==> src/rtl/acorn128_pkg.sv <==
// Shared constants for the ACORN-128 byte-serial frame loader: FSM encoding
// and frame/field geometry.
package acorn128_pkg;

  localparam logic [2:0] ST_IDLE  = 3'd0;
  localparam logic [2:0] ST_KEY   = 3'd1;
  localparam logic [2:0] ST_IV    = 3'd2;
  localparam logic [2:0] ST_AD    = 3'd3;
  localparam logic [2:0] ST_DATA  = 3'd4;
  localparam logic [2:0] ST_START = 3'd5;
  localparam logic [2:0] ST_WAIT  = 3'd6;
  localparam logic [2:0] ST_DONE  = 3'd7;

  localparam int CMD_ENC_BIT = 7;
  localparam int CMD_LEN_MSB = 4;
  localparam int FIELD_BYTES = 16;
  localparam int BLOCK_W     = 128;

endpackage

==> src/rtl/acorn128_byte_shreg.sv <==
// 128-bit byte-wide shift register: first byte in ends up most significant.
module acorn128_byte_shreg
  import acorn128_pkg::*;
(
  input  logic               clk,
  input  logic               rst,
  input  logic               clr,
  input  logic               shift_en,
  input  logic [7:0]         din,
  output logic [BLOCK_W-1:0] q
);

  always_ff @(posedge clk) begin
    if (!rst) begin
      q <= '0;
    end else if (clr) begin
      q <= '0;
    end else if (shift_en) begin
      q <= {q[BLOCK_W-9:0], din};
    end
  end

endmodule

==> src/rtl/acorn128_frame_loader.sv <==
// Byte-serial command frame loader feeding acorn128_top; optional core-wait
// watchdog enabled by defining ACORN_LOADER_TIMEOUT_EN.
module acorn128_frame_loader
  import acorn128_pkg::*;
#(
  parameter int TIMEOUT_CYCLES = 4096,
  parameter int TIMEOUT_W      = 13
) (
  input  logic               clk,
  input  logic               rst,
  input  logic [7:0]         s_data_in,
  input  logic               s_valid_in,
  output logic               s_ready_out,
  input  logic               core_ready_in,
  output logic               start_out,
  output logic               encrypt_out,
  output logic [BLOCK_W-1:0] key_out,
  output logic [BLOCK_W-1:0] iv_out,
  output logic [BLOCK_W-1:0] associated_data_out,
  output logic [BLOCK_W-1:0] plaintext_out,
  output logic [BLOCK_W-1:0] ciphertext_out,
  output logic [63:0]        data_length_out,
  output logic               busy_out,
  output logic               done_out,
  output logic               len_err_out
`ifdef ACORN_LOADER_TIMEOUT_EN
  ,
  output logic               timeout_err_out
`endif
);

  if ((TIMEOUT_CYCLES >> TIMEOUT_W) != 0) begin : g_bad_timeout_cfg
    $error("TIMEOUT_W too narrow for TIMEOUT_CYCLES");
  end

  logic [2:0]         state;
  logic [3:0]         byte_cnt;
  logic [4:0]         len_q;
  logic               wait_armed;
  logic               byte_fire;
  logic               cmd_fire;
  logic [4:0]         cmd_len;
  logic [4:0]         cmd_len_clamped;
  logic               field_last;
  logic               data_last;
  logic [BLOCK_W-1:0] data_q;
`ifdef ACORN_LOADER_TIMEOUT_EN
  logic [TIMEOUT_W-1:0] wd_cnt;
`endif

  assign s_ready_out = (state == ST_IDLE) || (state == ST_KEY) || (state == ST_IV) ||
                       (state == ST_AD)   || (state == ST_DATA);
  assign byte_fire   = s_valid_in & s_ready_out;
  assign cmd_fire    = byte_fire & (state == ST_IDLE);

  assign cmd_len         = s_data_in[CMD_LEN_MSB:0];
  assign cmd_len_clamped = (cmd_len > 5'(FIELD_BYTES)) ? 5'(FIELD_BYTES) : cmd_len;

  assign field_last = (byte_cnt == 4'(FIELD_BYTES - 1));
  assign data_last  = (({1'b0, byte_cnt} + 5'd1) == len_q);

  // Field registers are wiped on every command so short data is right-justified.
  acorn128_byte_shreg u_key (
    .clk(clk), .rst(rst), .clr(cmd_fire),
    .shift_en(byte_fire & (state == ST_KEY)), .din(s_data_in), .q(key_out)
  );
  acorn128_byte_shreg u_iv (
    .clk(clk), .rst(rst), .clr(cmd_fire),
    .shift_en(byte_fire & (state == ST_IV)), .din(s_data_in), .q(iv_out)
  );
  acorn128_byte_shreg u_ad (
    .clk(clk), .rst(rst), .clr(cmd_fire),
    .shift_en(byte_fire & (state == ST_AD)), .din(s_data_in), .q(associated_data_out)
  );
  acorn128_byte_shreg u_data (
    .clk(clk), .rst(rst), .clr(cmd_fire),
    .shift_en(byte_fire & (state == ST_DATA)), .din(s_data_in), .q(data_q)
  );

  assign plaintext_out  = data_q;
  assign ciphertext_out = data_q;

  always_ff @(posedge clk) begin
    if (!rst) begin
      state           <= ST_IDLE;
      byte_cnt        <= '0;
      len_q           <= '0;
      wait_armed      <= 1'b0;
      start_out       <= 1'b0;
      encrypt_out     <= 1'b0;
      data_length_out <= '0;
      busy_out        <= 1'b0;
      done_out        <= 1'b0;
      len_err_out     <= 1'b0;
`ifdef ACORN_LOADER_TIMEOUT_EN
      wd_cnt          <= '0;
      timeout_err_out <= 1'b0;
`endif
    end else begin
      done_out <= 1'b0;
`ifdef ACORN_LOADER_TIMEOUT_EN
      timeout_err_out <= 1'b0;
`endif
      case (state)
        ST_IDLE: begin
          if (cmd_fire) begin
            encrypt_out     <= s_data_in[CMD_ENC_BIT];
            len_q           <= cmd_len_clamped;
            len_err_out     <= (cmd_len > 5'(FIELD_BYTES));
            data_length_out <= {56'b0, cmd_len_clamped, 3'b000};
            busy_out        <= 1'b1;
            byte_cnt        <= '0;
            state           <= ST_KEY;
          end
        end
        ST_KEY: begin
          if (byte_fire) begin
            byte_cnt <= byte_cnt + 4'd1;
            if (field_last) state <= ST_IV;
          end
        end
        ST_IV: begin
          if (byte_fire) begin
            byte_cnt <= byte_cnt + 4'd1;
            if (field_last) state <= ST_AD;
          end
        end
        ST_AD: begin
          if (byte_fire) begin
            byte_cnt <= byte_cnt + 4'd1;
            if (field_last) begin
              if (len_q == 5'd0) begin
                state     <= ST_START;
                start_out <= 1'b1;
              end else begin
                state <= ST_DATA;
              end
            end
          end
        end
        ST_DATA: begin
          if (byte_fire) begin
            byte_cnt <= byte_cnt + 4'd1;
            if (data_last) begin
              state     <= ST_START;
              start_out <= 1'b1;
            end
          end
        end
        ST_START: begin
          state      <= ST_WAIT;
          wait_armed <= 1'b0;
`ifdef ACORN_LOADER_TIMEOUT_EN
          wd_cnt     <= '0;
`endif
        end
        ST_WAIT: begin
          // First WAIT cycle ignores core_ready_in: it may still be high from the last job.
          wait_armed <= 1'b1;
`ifdef ACORN_LOADER_TIMEOUT_EN
          wd_cnt     <= wd_cnt + 1'b1;
`endif
          if (wait_armed && core_ready_in) begin
            state     <= ST_DONE;
            start_out <= 1'b0;
            busy_out  <= 1'b0;
            done_out  <= 1'b1;
          end
`ifdef ACORN_LOADER_TIMEOUT_EN
          else if (wd_cnt == TIMEOUT_W'(TIMEOUT_CYCLES - 1)) begin
            state           <= ST_IDLE;
            start_out       <= 1'b0;
            busy_out        <= 1'b0;
            timeout_err_out <= 1'b1;
          end
`endif
        end
        ST_DONE: begin
          state <= ST_IDLE;
        end
        default: begin
          state <= ST_IDLE;
        end
      endcase
    end
  end

endmodule

==> config.mk <==
export PLATFORM = sky130hd
export DESIGN_NAME = acorn128_frame_loader
export DESIGN_NICKNAME = d
export VERILOG_FILES = /design/src/rtl/acorn128_pkg.sv /design/src/rtl/acorn128_byte_shreg.sv /design/src/rtl/acorn128_frame_loader.sv
export SDC_FILE = /design/constraint.sdc
export NUM_CORES = 1
export LEC_CHECK = 0
export CAP_MARGIN = 20
export CORE_AREA = 2 2 280 282
export DETAILED_ROUTE_END_ITERATION = 8
export DIE_AREA = 0 0 282 284
export PLACE_DENSITY_LB_ADDON = 0.2
export RECOVER_POWER = 100
export SLEW_MARGIN = 25
export SYNTH_ARGS = -nofsm -noshare
export SYNTH_HDL_FRONTEND = slang
export SYNTH_HIERARCHICAL = 1
export SYNTH_SLANG_ARGS = --single-unit
==> constraint.sdc <==
create_clock -name clk -period 2.1 [get_ports clk]
set_clock_uncertainty 0.05 [all_clocks]
set_input_delay 0.21 -clock clk [delete_from_list [all_inputs] [get_ports clk]]
set_output_delay 0.21 -clock clk [all_outputs]
set_load 0.02 [all_outputs]
* Word level (Yosys, flattened, before mapping)
Cells that the tools add are included.
** Word-level totals
- Output and inout port bits :: 710
- Input port bits :: 12
- Register bits after elaboration :: 530
- Logic and storage cells :: 90
** Operators by class
- Order comparisons :: 1
- Reduce and logical (&&, ||, !) cells :: 19
- Add/sub/neg operators :: 2
- Equal/unequal tests :: 21
- Multiplexer cells :: 27
- Bitwise gates (word level) :: 7
** Operators with widths (count)
- 3-bit two-way mux :: 10
- 3-bit case mux with 8 select lines :: 1
- 2-bit != test (second input constant) :: 10
- 3-bit equality test (second input constant) :: 4
- 10-bit AND reduction :: 1
- 1-bit two-way mux :: 9
- 4-bit two-way mux :: 2
- 4-bit case mux with 2 select lines :: 1
- 7-bit AND reduction :: 1
- 1-bit bitwise AND :: 6
- 3-bit by 2-bit equality test with 1-bit output (second input constant) :: 2
- 3-bit AND reduction :: 2
- 2-bit nonzero test :: 3
- 4-bit by 1-bit adder with 5-bit output (second input constant) :: 1
- 5-bit equality test :: 1
- 5-bit > comparator (second input constant) :: 1
- 5-bit logical NOT :: 1
- 5-bit two-way mux :: 1
- 4-bit by 1-bit adder with 4-bit output (second input constant) :: 1
- 4-bit equality test (second input constant) :: 1
- 1-bit logical OR :: 4
- 2-bit by 1-bit != test with 1-bit output (second input constant) :: 2
- 1-bit case mux with 2 select lines :: 2
- 2-bit AND reduction :: 2
- 8 further kinds :: 8

* Longest topological paths before layout
- Word-level depth :: 9
- Gate-level depth with buffers :: 8
- Mapped depth without buffers :: 5

* Modules after synthesis
Netlist, hierarchy kept.
** By module, submodules not included
- acorn128_byte_shreg :: cells each 413, instances 4, seq. area each 2562.5 um^2, area each 4670.7 um^2
- acorn128_frame_loader :: cells each 319, instances 1, seq. area each 360.3 um^2, area each 2439.8 um^2

* Least setup slack after synthesis
No wires, ideal clock.
- Kind :: register -> register
- From :: reg state[0]
- To :: reg u_key.q[104]
- Required time :: 1933 ps
- Data arrival time :: 1710 ps
- Clock period less this slack :: 1877 ps
- Path buffers :: 3
- Setup time :: 117 ps
- Stages on the path, launching flop included :: 8
- Path slack :: 223 ps
- Path through :: dfxtp_1 -> clkbuf_1 -> inv_1 -> nor3_1 -> buf_6 -> buf_12 -> mux2i_1 -> nor2_1
** On the way
- Longest elaborated chain between the ends :: 8
- Elaborated cells on any way between the ends :: 13
- Those cells by class :: 4 x eq/ne; 3 x bitwise; 6 x reduce/logical
** RTL lines
- start: declaration :: line acorn128_frame_loader.sv:36 : logic [2:0] state;
- start signal: assignment :: line acorn128_frame_loader.sv:85 : state <= ST_IDLE;
- start signal: assignment :: line acorn128_frame_loader.sv:113 : state <= ST_KEY;
- start signal: assignment :: line acorn128_frame_loader.sv:119 : if (field_last) state <= ST_IV;
- 3-bit by 1-bit equality test with 1-bit output / 3-bit logical NOT (equally long branches) :: line acorn128_frame_loader.sv:51, acorn128_frame_loader.sv:65, acorn128_frame_loader.sv:54
- 1-bit logical OR (3 in series) :: line acorn128_frame_loader.sv:51 : assign s_ready_out = (state == ST_IDLE) || (state == ST_KEY) || (state == ST_IV) ||
- 1-bit logical OR :: line acorn128_frame_loader.sv:52 : (state == ST_AD) || (state == ST_DATA);
- 1-bit bitwise AND :: line acorn128_frame_loader.sv:53 : assign byte_fire = s_valid_in & s_ready_out;
- 1-bit bitwise AND :: line acorn128_frame_loader.sv:54 : assign cmd_fire = byte_fire & (state == ST_IDLE);
- 2-bit OR reduction (no line)
- end signal: assignment :: line acorn128_byte_shreg.sv:19 : q <= {q[BLOCK_W-9:0], din};
- end: declaration :: line acorn128_byte_shreg.sv:10 : output logic [BLOCK_W-1:0] q
Several ways; a longest one is shown, not always the timed one.
A chain may end at the register's enable or synchronous reset.

* Final worst setup path
- From :: reg u_data.q[60]
- To :: out ciphertext_out[60]
** RTL lines
- start: declaration :: line acorn128_byte_shreg.sv:10
- start signal: assignment :: line acorn128_byte_shreg.sv:19
- end: declaration :: line acorn128_frame_loader.sv:21 : output logic [BLOCK_W-1:0] ciphertext_out,
No word-level cell between the ends.

==> impl_metrics.tcl <==
set metrics [dict create \
    syn_area_per_cell_um2 10.7 \
    grt_pass1_wl_mm 97.3 \
    dp_hpwl_mm 48.7 \
    worst_pin_slew_ns 0.672 \
    relSlewSlack_pct 55.1 \
    setup_tns_ns 0 \
    vias 15100 \
    antenna_found_initial 4 \
    n_antenna_cell 0 \
    fp.coreArea_mm2 0.0770 \
    ys_seq_area_share_pct 50.2 \
    final.period_utilization_pct 96.0 \
    cts_buffer_depth 3 \
    ys.flop_type "dfxtp_1" \
    crit_chain "clkdlybuf4s50_1" \
    grt_pass1_vias 14800 \
    cts_tree "done" \
    clock_latency_ns 0.61 \
    swShare_pct 23.7 \
    max_freq_mhz 496 \
    crit_buf_inv 1 \
    final_area_mm2 0.0294 \
    cp.arrival_ns 1.76 \
    synth-edff-count 0 \
    p_leak_uw 0.0115 \
    synthesis.area_mm2 0.0211 \
    critPathMaxFanout 4 \
    synth.distinct_cells 45 \
    fin_nets 2527 \
    syn-instance-count 1971 \
    crit_family "buffers and inverters" \
    cts_setup_buffers 0 \
    finalSetupViolCount 0 \
    p_clk_share_pct 48.6 \
    fill_cells 7616 \
    start_kind "flip-flop" \
    synth_top_area_share_pct 50.2 \
    critPathKind "flip-flop to primary output" \
    grt_max_degree 52 \
    overflow 0 \
    antenna_left 0 \
    status "finished, final reports clean" \
    grt_setup_unrepaired "false" \
    layout-drive-gt1-share_pct 7.22 \
    max_cap_viol_count 0 \
    ys_seq_elements 530 \
    p_per_area_mw_per_mm2 778 \
    final_cells 3602 \
    place.gp.congestion 0.789 \
    drc 0 \
    p_seq_share_pct 44.4 \
    slowest_stage "clkdlybuf4s50_1" \
    switchingPower_uw 5420 \
    drtPass1Iterations 7 \
    power_uw 22900 \
    max_stage_delay_ns 0.68 \
    grtUsageTotal_pct 15.7 \
    cts_root_buf "clkbuf_16" \
    hold_class "primary input to flip-flop" \
    post_drt_via_cell_ratio 4.21 \
    post-place-ws_ns 0.0699 \
    cp.required_ns 1.84 \
    ys_warn_count 6 \
    synthArstFlopShare_pct 0 \
    hold_viol_final 0 \
    worst_slack_ns 0.0835 \
    die_area_mm2 0.0801 \
    start_util_pct 27.4 \
    internal_power_uw 17400 \
    cts_buffers 60 \
    end_kind "primary output" \
    dieWidth_um 282 \
    die_h_um 284 \
    synth_area_leaders "dfxtp_1 50%, mux2i_1 24%, nor2_1 9.2%, buf_4 6.6%, buf_12 4.9%" \
    routed_wl_mm 65.7 \
    first_iter_violations 685 \
    slew_violations 0 \
    holdBufCountCts 0 \
    syn2layout_area_growth_pct 39.2 \
    place_area_mm2 0.0275 \
    cts.sinks 530 \
    routedWlPerCell_um 18.2 \
    finalCriticalPeriod_ns 2.02 \
    combPwrFrac_pct 7.0 \
    synth_top_area_cell "dfxtp_1" \
    numPortBuffers 662 \
    num_rows 102 \
    io_pins 722 \
    clk_pin_slew_ns 0.06 \
    ctsHtreeMaxLevel 2 \
    peakVddDrop_mv 0.596 \
    placed_cells 3492 \
]
[flip-flops by register name (all words and copies together), names as in the netlist]
name / count
wait_armed: 1
byte_cnt: 4
encrypt_out: 1
u_ad/q: 128
state: 3
len_q: 5
u_key/q: 128
busy_out: 1
u_iv/q: 128
len_err_out: 1
u_data/q: 128
start_out: 1
done_out: 1
[final timing paths]
kind,startpoint,endpoint,slack (ns),depth (start not counted)
max reg2reg,state[0],u_key/q[116],0.17,6
max,u_data/q[60],ciphertext_out[60],0.08,1
min reg2reg,encrypt_out,encrypt_out,0.42,2
min,core_ready_in,done_out,0.24,3
[Yosys cell counts (8+ instances only)]
cell type  count
nand2_1       17
nand2b_1       8
buf_2         54
nor2_1       520
mux2i_1      513
a21oi_1       13
clkbuf_1      10
buf_4        187
buf_12        52
dfxtp_1      530
[cells in the final DEF (no fill, tap or decap), types with 6 or more instances in the layout]
cell             synthesis  layout
bufinv_16                0       9
clkbuf_2                 0       7
conb_1                   1      59
a21oi_1                 13      13
clkbuf_1                10      17
clkdlybuf4s50_1          0     126
buf_4                  187      24
nand2_1                 17      17
dlygate4sd3_1            0     526
clkinv_2                 0       9
buf_12                  52      23
nor2_1                 520     518
clkbuf_16                0      62
dfxtp_1                530     524
dfxtp_2                  0       6
mux2i_1                513     513
buf_6                    4      10
clkbuf_8                 0       8
[per-stage QoR]
stage               hold slack (ns)  util [%]
floorplan                     0.296         -
global placement              0.408      35.7
detailed placement            0.413      35.7
CTS                           0.198      38.5
global route                  0.238      38.2
finish                        0.243      38.2
[power groups by stage]
| stage | logic (uW) | clock network [uW] | registers (uW) |
|---|---|---|---|
| after CTS | 1690 | 11500 | 10100 |
| final | 1590 | 11100 | 10200 |
| after global routing | 1730 | 12000 | 10200 |
| after floorplan | 1360 | 0 | 10400 |
| after global placement | 1670 | 0 | 10400 |
| after detailed placement | 1690 | 0 | 10400 |
[timing repair]
action,4_1_cts,5_1_grt
gates resized for setup,10,7
pin swaps,0,0
setup endpoints to repair,16,7
[logic make-up (layout without fill, tap and decap cells)]
family | after synthesis | count (layout) | synth area share [%]
multiplexers | 514 | 514 | 24.4
XOR/XNOR | 5 | 5 | 0.207
buffers and inverters | 312 | 845 | 13.3
other | 1 | 59 | 0.0178
adder cells (fa/ha/maj) | 2 | 2 | 0.107
AO/OA/AOI/OAI | 39 | 39 | 1.26
AND/OR/NAND/NOR | 568 | 568 | 10.5
flip-flops | 530 | 530 | 50.2
[final cells by class]
class                           instances  area [um2]  share of cell area [%]
Inverter                                5        18.8                  0.0638
Sequential cell                       530       10600                    36.1
Timing Repair Buffer                  730        7400                    25.2
Clock inverter                         31         432                    1.47
Multi-Input combinational cell       1187        7950                    27.0
Tap cell                             1040        1300                    4.42
Clock buffer                           79        1700                    5.76
[metal layers]
layer | vias up | track usage [%] | part of all wire [%]
li1 | 7402 | - | -
met1 | 7176 | 19.0 | 41
met2 | 476 | 26.9 | 49
met3 | 92 | 5.06 | 8.1
met4 | 2 | 3.71 | 2.0
met5 | - | 0 | 0.020
No activity file was read; power rests on OpenSTA's default activity.
